==> config.mk <==
export PLATFORM = sky130hd
export DESIGN_NAME = data_mem_arbiter
export DESIGN_NICKNAME = d
export VERILOG_FILES = /design/src/rtl/data_mem_arbiter.sv
export SDC_FILE = /design/constraint.sdc
export NUM_CORES = 1
export LEC_CHECK = 0
export ABC_CLOCK_PERIOD_IN_PS = 7000
export CAP_MARGIN = 20
export CORE_MARGIN = 2
export CORE_UTILIZATION = 42
export DETAILED_ROUTE_END_ITERATION = 16
export PLACE_DENSITY_LB_ADDON = 0.12
export SKIP_CTS_REPAIR_TIMING = 1
export SLEW_MARGIN = 20
export SYNTH_ARGS = -nofsm -noshare
export SYNTH_HDL_FRONTEND = slang
export SYNTH_SLANG_ARGS = --single-unit
export TNS_END_PERCENT = 20
==> constraint.sdc <==
create_clock -name clk -period 7 [get_ports clk]
set_clock_uncertainty 0.2 [all_clocks]
set_input_delay 1.4 -clock clk [delete_from_list [all_inputs] [get_ports clk]]
set_output_delay 1.4 -clock clk [all_outputs]
set_load 0.02 [all_outputs]
==> src/rtl/data_mem_arbiter.sv <==
// Two-port round-robin arbiter and access sequencer for a single-port data memory.
// Optional feature macro DMEM_ARB_STATS_EN adds per-port saturating grant counters.
module data_mem_arbiter #(
  parameter int unsigned ADDR_W      = 16,
  parameter int unsigned DATA_W      = 32,
  parameter int unsigned WAIT_CYCLES = 1
) (
  input  logic              clk,
  input  logic              reset,
  input  logic              p0_req,
  input  logic              p0_we,
  input  logic [ADDR_W-1:0] p0_addr,
  input  logic [DATA_W-1:0] p0_wdata,
  output logic              p0_ack,
  output logic [DATA_W-1:0] p0_rdata,
  input  logic              p1_req,
  input  logic              p1_we,
  input  logic [ADDR_W-1:0] p1_addr,
  input  logic [DATA_W-1:0] p1_wdata,
  output logic              p1_ack,
  output logic [DATA_W-1:0] p1_rdata,
  output logic [ADDR_W-1:0] mem_address,
  output logic              mem_write_en,
  output logic [DATA_W-1:0] mem_write_data,
  input  logic [DATA_W-1:0] mem_read_data,
  output logic              busy
`ifdef DMEM_ARB_STATS_EN
  ,
  output logic [15:0]       p0_grant_cnt,
  output logic [15:0]       p1_grant_cnt
`endif
);

  localparam int unsigned CNT_W = (WAIT_CYCLES > 1) ? $clog2(WAIT_CYCLES + 1) : 1;
  localparam logic [CNT_W-1:0] CNT_LOAD = CNT_W'(WAIT_CYCLES - 1);

  typedef enum logic [1:0] {
    IDLE   = 2'd0,
    ACCESS = 2'd1,
    DONE   = 2'd2
  } state_t;

  state_t            state_q, state_d;
  logic              owner_q, owner_d;
  logic              last_grant_q, last_grant_d;
  logic              we_q, we_d;
  logic [ADDR_W-1:0] addr_q, addr_d;
  logic [DATA_W-1:0] wdata_q, wdata_d;
  logic [CNT_W-1:0]  wait_cnt_q, wait_cnt_d;
  logic [DATA_W-1:0] rdata_q, rdata_d;

  logic              p0_ack_q, p0_ack_d;
  logic              p1_ack_q, p1_ack_d;
  logic [DATA_W-1:0] p0_rdata_q, p0_rdata_d;
  logic [DATA_W-1:0] p1_rdata_q, p1_rdata_d;
  logic [ADDR_W-1:0] mem_address_q, mem_address_d;
  logic              mem_write_en_q, mem_write_en_d;
  logic [DATA_W-1:0] mem_write_data_q, mem_write_data_d;
  logic              busy_q, busy_d;

  // Next state plus next values of every registered output, so outputs line up with the state.
  always_comb begin
    state_d          = state_q;
    owner_d          = owner_q;
    last_grant_d     = last_grant_q;
    we_d             = we_q;
    addr_d           = addr_q;
    wdata_d          = wdata_q;
    wait_cnt_d       = wait_cnt_q;
    rdata_d          = rdata_q;
    p0_ack_d         = 1'b0;
    p1_ack_d         = 1'b0;
    p0_rdata_d       = '0;
    p1_rdata_d       = '0;
    mem_address_d    = '0;
    mem_write_en_d   = 1'b0;
    mem_write_data_d = '0;

    unique case (state_q)
      IDLE: begin
        if (p0_req || p1_req) begin
          // Tie goes to the port that did not win last time.
          owner_d          = (p0_req && p1_req) ? ~last_grant_q : p1_req;
          we_d             = owner_d ? p1_we    : p0_we;
          addr_d           = owner_d ? p1_addr  : p0_addr;
          wdata_d          = owner_d ? p1_wdata : p0_wdata;
          wait_cnt_d       = CNT_LOAD;
          state_d          = ACCESS;
          mem_address_d    = addr_d;
          mem_write_data_d = wdata_d;
          mem_write_en_d   = we_d && (wait_cnt_d == '0);
        end
      end
      ACCESS: begin
        if (wait_cnt_q == '0) begin
          state_d = DONE;
          if (!we_q) begin
            rdata_d = mem_read_data;
          end
          p0_ack_d   = ~owner_q;
          p1_ack_d   = owner_q;
          p0_rdata_d = owner_q ? '0 : rdata_d;
          p1_rdata_d = owner_q ? rdata_d : '0;
        end else begin
          wait_cnt_d       = wait_cnt_q - CNT_W'(1);
          mem_address_d    = addr_q;
          mem_write_data_d = wdata_q;
          mem_write_en_d   = we_q && (wait_cnt_d == '0);
        end
      end
      DONE: begin
        last_grant_d = owner_q;
        state_d      = IDLE;
      end
      default: state_d = IDLE;
    endcase

    busy_d = (state_d != IDLE);
  end

  always_ff @(posedge clk or posedge reset) begin
    if (reset) begin
      state_q          <= IDLE;
      owner_q          <= 1'b0;
      last_grant_q     <= 1'b1;
      we_q             <= 1'b0;
      addr_q           <= '0;
      wdata_q          <= '0;
      wait_cnt_q       <= '0;
      rdata_q          <= '0;
      p0_ack_q         <= 1'b0;
      p1_ack_q         <= 1'b0;
      p0_rdata_q       <= '0;
      p1_rdata_q       <= '0;
      mem_address_q    <= '0;
      mem_write_en_q   <= 1'b0;
      mem_write_data_q <= '0;
      busy_q           <= 1'b0;
    end else begin
      state_q          <= state_d;
      owner_q          <= owner_d;
      last_grant_q     <= last_grant_d;
      we_q             <= we_d;
      addr_q           <= addr_d;
      wdata_q          <= wdata_d;
      wait_cnt_q       <= wait_cnt_d;
      rdata_q          <= rdata_d;
      p0_ack_q         <= p0_ack_d;
      p1_ack_q         <= p1_ack_d;
      p0_rdata_q       <= p0_rdata_d;
      p1_rdata_q       <= p1_rdata_d;
      mem_address_q    <= mem_address_d;
      mem_write_en_q   <= mem_write_en_d;
      mem_write_data_q <= mem_write_data_d;
      busy_q           <= busy_d;
    end
  end

  assign p0_ack         = p0_ack_q;
  assign p1_ack         = p1_ack_q;
  assign p0_rdata       = p0_rdata_q;
  assign p1_rdata       = p1_rdata_q;
  assign mem_address    = mem_address_q;
  assign mem_write_en   = mem_write_en_q;
  assign mem_write_data = mem_write_data_q;
  assign busy           = busy_q;

`ifdef DMEM_ARB_STATS_EN
  logic [15:0] p0_grant_cnt_q, p0_grant_cnt_d;
  logic [15:0] p1_grant_cnt_q, p1_grant_cnt_d;

  // Count completed transactions in the owner's DONE cycle, saturating.
  always_comb begin
    p0_grant_cnt_d = p0_grant_cnt_q;
    p1_grant_cnt_d = p1_grant_cnt_q;
    if (state_q == DONE) begin
      if (!owner_q && (p0_grant_cnt_q != 16'hFFFF)) begin
        p0_grant_cnt_d = p0_grant_cnt_q + 16'd1;
      end
      if (owner_q && (p1_grant_cnt_q != 16'hFFFF)) begin
        p1_grant_cnt_d = p1_grant_cnt_q + 16'd1;
      end
    end
  end

  always_ff @(posedge clk or posedge reset) begin
    if (reset) begin
      p0_grant_cnt_q <= '0;
      p1_grant_cnt_q <= '0;
    end else begin
      p0_grant_cnt_q <= p0_grant_cnt_d;
      p1_grant_cnt_q <= p1_grant_cnt_d;
    end
  end

  assign p0_grant_cnt = p0_grant_cnt_q;
  assign p1_grant_cnt = p1_grant_cnt_q;
`endif

endmodule

==> impl_results.md, run 1 <==
* GPL Wtd Cong at 0.773
* Reg2Reg Setup Slack at about 4.6 ns
* Synth Area in Adders at 0%
* Die width at approximately 120 um
* ANT nets after route at 0
* Clk slew on worst S/H paths at 0.05 ns
* Number of hold violations in the final report at 0
* Tot Pwr at 3450 uW
* H-tree Lvls at 4
* DRC at 0
* DP HPWL at roughly 9700 um
* Drt first pass iters at 7
* Clock insertion delay at the later pin of the skew report at 0.41 ns
* Crit Path Category: in2reg
* Wire length on met3 at between 1000 and 1500 um
* Commonest cells in the synthesized netlist: 152 x dfrtp_1, 98 x nand2_1, 66 x nor2_1, 48 x a21oi_1, 34 x mux2i_1
* Synth area leaders: dfrtp_1 67%, nand2_1 6.5%, mux2_2 6.3%, mux2i_1 6.0%, nor2_1 4.4%
* Fraction of registers with async set or reset after synthesis at 100%
* CP Data Required Time at 7.06 ns
* Synth Area in Compound Gates at 4.75%
* Mux contribution to synthesized area at 12.7%
* CP startpoint kind: input pin
* Utilization after layout at 66.6%
* CP Max Fanout at 49
* Share of post-route cells with drive strength above 1 at 9.64%
* Synthesized area at 0.00569 mm2
* Area Growth Syn to Fin at 55.2%
* Antenna Diode Count at 0
* Cell Count, Final, Fillers Out at 902
* Min Tclk post-route at 3.19 ns
* Pwr dens at 391 mW/mm2
* Max Slew Vio Count at 0
* Sink Count at between 150 and 200
* Largest family of logic cells by synthesized area: multiplexers
* Wire per inst at 15.8 um
* Largest net degree at the start of global routing at 112
* TritonCTS clock tree: yes
* Cell leakage power at 0.00402 uW
* DRT Wirelength at approximately 14,000 um
* Vias per cell at 4.68
* Synth warn at 0
* PortBufs at 249
* Internal Pwr Total at 2330 uW
* CTS buffer count at 17
* Most frequent cell after synthesis: dfrtp_1
* Clk buf depth at 2
* Worst-path cell chain: clkdlybuf4s50_1 -> a21bo_2 -> mux2i_1 -> mux2i_1
* Worst-margin pin slew at ~1.1 ns
* Total number of vias at between 4,000 and 5,000
* Dpl cells at 876
* Max-slew headroom at 28.7%
* Fmax at 0.313 GHz
* HP Class: reg2reg
* Total gr overflow at 0
* Initial antenna violation count at 0
* First-pass GRT wire length at between 20,000 and 25,000 um
* Max-cap check violation count at 0
* Worst EP arrival at 3.25 ns
* Syn Inst Count at 475
* RSZ-0062 raised after global routing: no
* Final setup fails at 0
* Combinational power share at a little under two fifths
* Status: finished clean
* Post-Synth XOR/XNOR Area at 0%
* Fraction of the cycle the final worst path needs at a little under half
* Switching Fraction at between 30% and 40%
* Iteration-0 DRC Markers at 269
* Placed cell area at a little over 0.008 mm2
* GR Util All Layers at 20.2%
* Met2 wire len at 6940 um
* Dominant cell type by area after synthesis: dfrtp_1
* Switch Pwr at 1120 uW
* Simple-gate share of the synthesized area at a little under an eighth
* DIE AREA at 0.0145 mm2
* Syn Area/Cell at 12.0 um2
* Critical Path Max Stage Delay at ~0.82 ns
* Top layer in use: met4
* Synth Register Bits at 153
* Synth top area share at 66.9%
* # IOs at 250
* Row count at 42
* CP Capture Type: flop
* Fin nets at between 800 and 900
* CTS Root Cell: clkbuf_16
* Clock share of power at 24.5%
* Yosys cell types at 20
* Initial core utilization at 42.9%
* Ys flop type: dfrtp_1
* Core box area at 0.0132 mm2
* Metal-1 WL at 5660 um
* Vias in the first global route at around 4,400
* Die Y at 120 um
* Sum Neg Setup Slack at 0 ns
* Sequential power share at 38.4%
* Sequential area share after synthesis at 67.3%
* Post-synth EDFFs at 0
* Syn Nets at 609
* Peak supply drop at 0.173 mV
* CP max-delay cell: a21bo_2
* Final instance area at around 0.0088 mm2
* Most common cell on crit path: mux2i_1
-- registers in the layout, indices dropped and copies added, names as in the netlist --
name,count
mem_write_data,32
p0_rdata,32
p1_rdata,32
rdata_q,32
mem_address,16
state_q,2
busy,1
last_grant_q,1
mem_write_en,1
owner_q,1
p0_ack,1
p1_ack,1
we_q,1
-- final timing paths --
path,from,end,cells after the start
max,p0_req,we_q,4
min,rdata_q[9],rdata_q[9],1
max reg2reg,we_q,rdata_q[15],2
min reg2reg,rdata_q[9],rdata_q[9],1
max in group asynchronous,reset,rdata_q[12],3
min in group asynchronous,reset,mem_address[15],2
-- cells in the final DEF (no fill, tap or decap), drive strengths merged, types with 5 or more instances in the layout --
cell           count
mux2              34
nand2             98
inv                6
buf                5
a21oi             48
clkbuf            21
nor2              67
clkdlybuf4s50    249
dfrtp            152
mux2i             34
-- layer usage --
metal / track usage [%] / up-vias
met5: 0 / -
met4: 9.52 / 0
met3: 7.36 / 32
met2: 32.9 / 158
met1: 23.7 / 2014
li1: - / 2017
-- power by group through the flow --
stage | registers (uW) | clock network (uW) | logic (uW)
floorplan | 1500 | 0 | 582
global placement | 1330 | 0 | 1270
detailed placement | 1350 | 0 | 1290
CTS | 1330 | 863 | 1300
global route | 1360 | 904 | 1380
finish | 1330 | 846 | 1280
-- cells by family (layout without fill, tap and decap cells) --
logic type	count (synthesis)	in the layout
buf+inv	35	286
simple gates	168	168
mux	68	68
compound gates	51	51
flops	153	153
-- cell type report --
class / instances / area, um2
Timing Repair Buffer: 254 / 2550
Multi-Input combinational cell: 287 / 1660
Inverter: 6 / 27.5
Clock inverter: 5 / 75.1
Sequential cell: 153 / 3830
Fill cell: 1026 / 4420
Tap cell: 176 / 220
Clock buffer: 21 / 460
-- through the flow --
stage | hold slack (ns) | setup WS (ns)
2_1_floorplan | 0.258 | 1.28
3_3_place_gp | 0.269 | 3.44
3_5_place_dp | 0.296 | 3.36
4_1_cts | 0.307 | 3.80
5_1_grt | 0.324 | 3.71
6_report | 0.303 | 3.81
-- critical path, delay by kind of cell --
kind	cells	cell delay [ns]
AO/OA/AOI/OAI	1	0.82
buffers and inverters	1	0.59
multiplexers	2	0.42
Note: power is estimated with default switching activity, not from simulation.
==> inputs of run 2 (changes only) <==
--- a/config.mk
+++ b/config.mk
@@ -5,7 +5,7 @@
 export SDC_FILE = /design/constraint.sdc
 export NUM_CORES = 1
 export LEC_CHECK = 0
-export ABC_CLOCK_PERIOD_IN_PS = 7000
+export ABC_CLOCK_PERIOD_IN_PS = 3300
 export CAP_MARGIN = 20
 export CORE_MARGIN = 2
 export CORE_UTILIZATION = 42
==> constraint.sdc (replaced) <==
create_clock -name clk -period 3.3 [get_ports clk]
set_clock_uncertainty 0.2 [all_clocks]
set_input_delay 0.66 -clock clk [delete_from_list [all_inputs] [get_ports clk]]
set_output_delay 0.66 -clock clk [all_outputs]
set_load 0.02 [all_outputs]
==> run 2 against run 1 <==
Compared with the run above: critical path type unchanged; via count rose by 1.6%; flip-flop and latch count did not move; non-clock buffer count rose by 3; sequential power rose by 100%; worst hold slack got worse by 0.018 ns; worst setup slack got worse by 2.8 ns; cell count rose by 1.0%; critical endpoint is now mem_write_data[24]; first-iteration DRC count fell by 12%; largest power group is now combinational cells; clock power rose by 150%; global-route usage barely moved; core utilization rose by 1.2 points.
==> impl_results.md, run 2 (synthesis results as in run 1) <==
* Peak supply drop at 0.417 mV
* Clock insertion delay at the later pin of the skew report at about 0.4 ns
* CP startpoint kind: input pin
* Worst-margin pin slew at 0.966 ns
* CTS Root Cell: clkbuf_16
* DRC at 0
* ANT nets after route at 0
* Fmax at ~0.43 GHz
* Critical Path Max Stage Delay at 0.61 ns
* DIE AREA at between 0.01 and 0.015 mm2
* Worst-path cell chain: clkdlybuf4s50_1 -> a21bo_2 -> buf_4 -> nand2_1 -> a21oi_1
* Commonest non-fill, non-tap cell in the layout: clkdlybuf4s50_1
* Number of hold violations in the final report at 0
* Cell Count, Final, Fillers Out at 911
* Final setup fails at 0
* FILL cells at 1,014
* Area Growth Syn to Fin at 58.0%
* Combinational power share at 37.1%
* Wire per inst at 15.5 um
* Hold path startpoint: rdata_q[25]
* Critical path buffers and inverters at 2
* Switching Fraction at a little under a third
* Sink Count at roughly 150
* Clock share of power at 27.3%
* Row count at 42
* GPL Wtd Cong at 0.773
* Vias per cell at between 4 and 5
* DP HPWL at 9760 um
* Clk buf depth at 2
* CP Capture Type: flop
* GR Util All Layers at 20.2%
* DRT Wirelength at approximately 14,000 um
* Share of post-route cells with drive strength above 1 at about 11%
* CP Max Fanout at 32
* TritonCTS clock tree: yes
* R2r startpoint: state_q[1]
* Fraction of the cycle the final worst path needs at 70.7%
* Initial core utilization at approximately 43%
* Leading cell types in the layout, fill and taps excluded: 249 x clkdlybuf4s50_1, 151 x dfrtp_1, 98 x nand2_1
* Core box area at 0.0132 mm2
* Iteration-0 DRC Markers at 236
* Worst hold slack at 0.285 ns
* Switch Pwr at 2450 uW
* CP Data Required Time at 3.43 ns
* Max-cap check violation count at 0
* Dpl cells at between 800 and 900
* Initial antenna violation count at 0
* PortBufs at 249
* H-tree Lvls at 4
* RSZ-0062 raised after global routing: no
* Min Tclk post-route at 2.33 ns
* Register area at 0.00383 mm2
* Sequential power share at 35.6%
* HP Class: reg2reg
* Sum Neg Setup Slack at 0 ns
* Worst EP arrival at 2.46 ns
* First-pass GRT wire length at 22,300 um
* Largest net degree at the start of global routing at 86
* Antenna Diode Count at 0
* Clk slew on worst S/H paths at approximately 0.060 ns
* CTS buffer count at 17
* Internal Pwr Total at 5200 uW
* Cell leakage power at 0.00408 uW
* Max-slew headroom at 35.5%
* # IOs at 250
* Max Slew Vio Count at 0
* Total number of vias at around 4,300
* Die width at 120 um
* Die Y at 120 um
* CP max-delay cell: clkdlybuf4s50_1
* Multi-input gate area at 0.00166 mm2
* Status: finished clean
* Largest delay share family, worst path: buffers and inverters
* Vias in the first global route at 4,492
* Crit Path Category: in2reg
* Drt first pass iters at 6
* CP startpoint: p0_req
* Fin nets at roughly 860
* Total gr overflow at 0
* Pwr dens at 852 mW/mm2
## run 2: cell type report
type                    count  share of cell area, %
flip-flops and latches    153                   42.6
clock inverters            12                   2.19
well taps                 176                   2.45
multi-input cells         287                   18.5
repair buffers            257                   29.0
inverters                   6                  0.292
clock buffers              20                   4.97
## run 2: power groups by stage
stage | logic (uW) | clock network (uW) | registers, uW
2_1_floorplan | 1230 | 0 | 3180
3_3_place_gp | 2820 | 0 | 2730
3_5_place_dp | 2870 | 0 | 2750
4_1_cts | 2880 | 2120 | 2730
5_1_grt | 3070 | 2220 | 2780
6_report | 2840 | 2090 | 2720
## run 2: per-stage QoR
step	setup WS (ns)	utilization [%]	total power [uW]	area [um2]
floorplan	0.510	-	4420	5690
global placement	0.649	63.0	5550	8340
detailed placement	0.566	63.0	5620	8340
CTS	0.984	67.8	7740	8980
global route	0.857	67.8	8060	8980
finish	0.968	67.8	7650	8980
## run 2: final timing paths
path,slack (ns),end,cells after the start
max,0.97,mem_write_data[24],5
min,0.29,rdata_q[25],1
max reg2reg,1.24,rdata_q[23],3
min reg2reg,0.29,rdata_q[25],1
max in group asynchronous,1.99,p1_rdata[9],3
min in group asynchronous,0.55,mem_write_data[12],3
## run 2: layer usage
layer	global-route usage, %	up-vias	share of wire, %
met5	0	-	0
met3	7.08	34	7.7
met4	8.72	0	2.7
met1	23.1	2054	38
li1	-	2027	-
met2	34.3	175	52
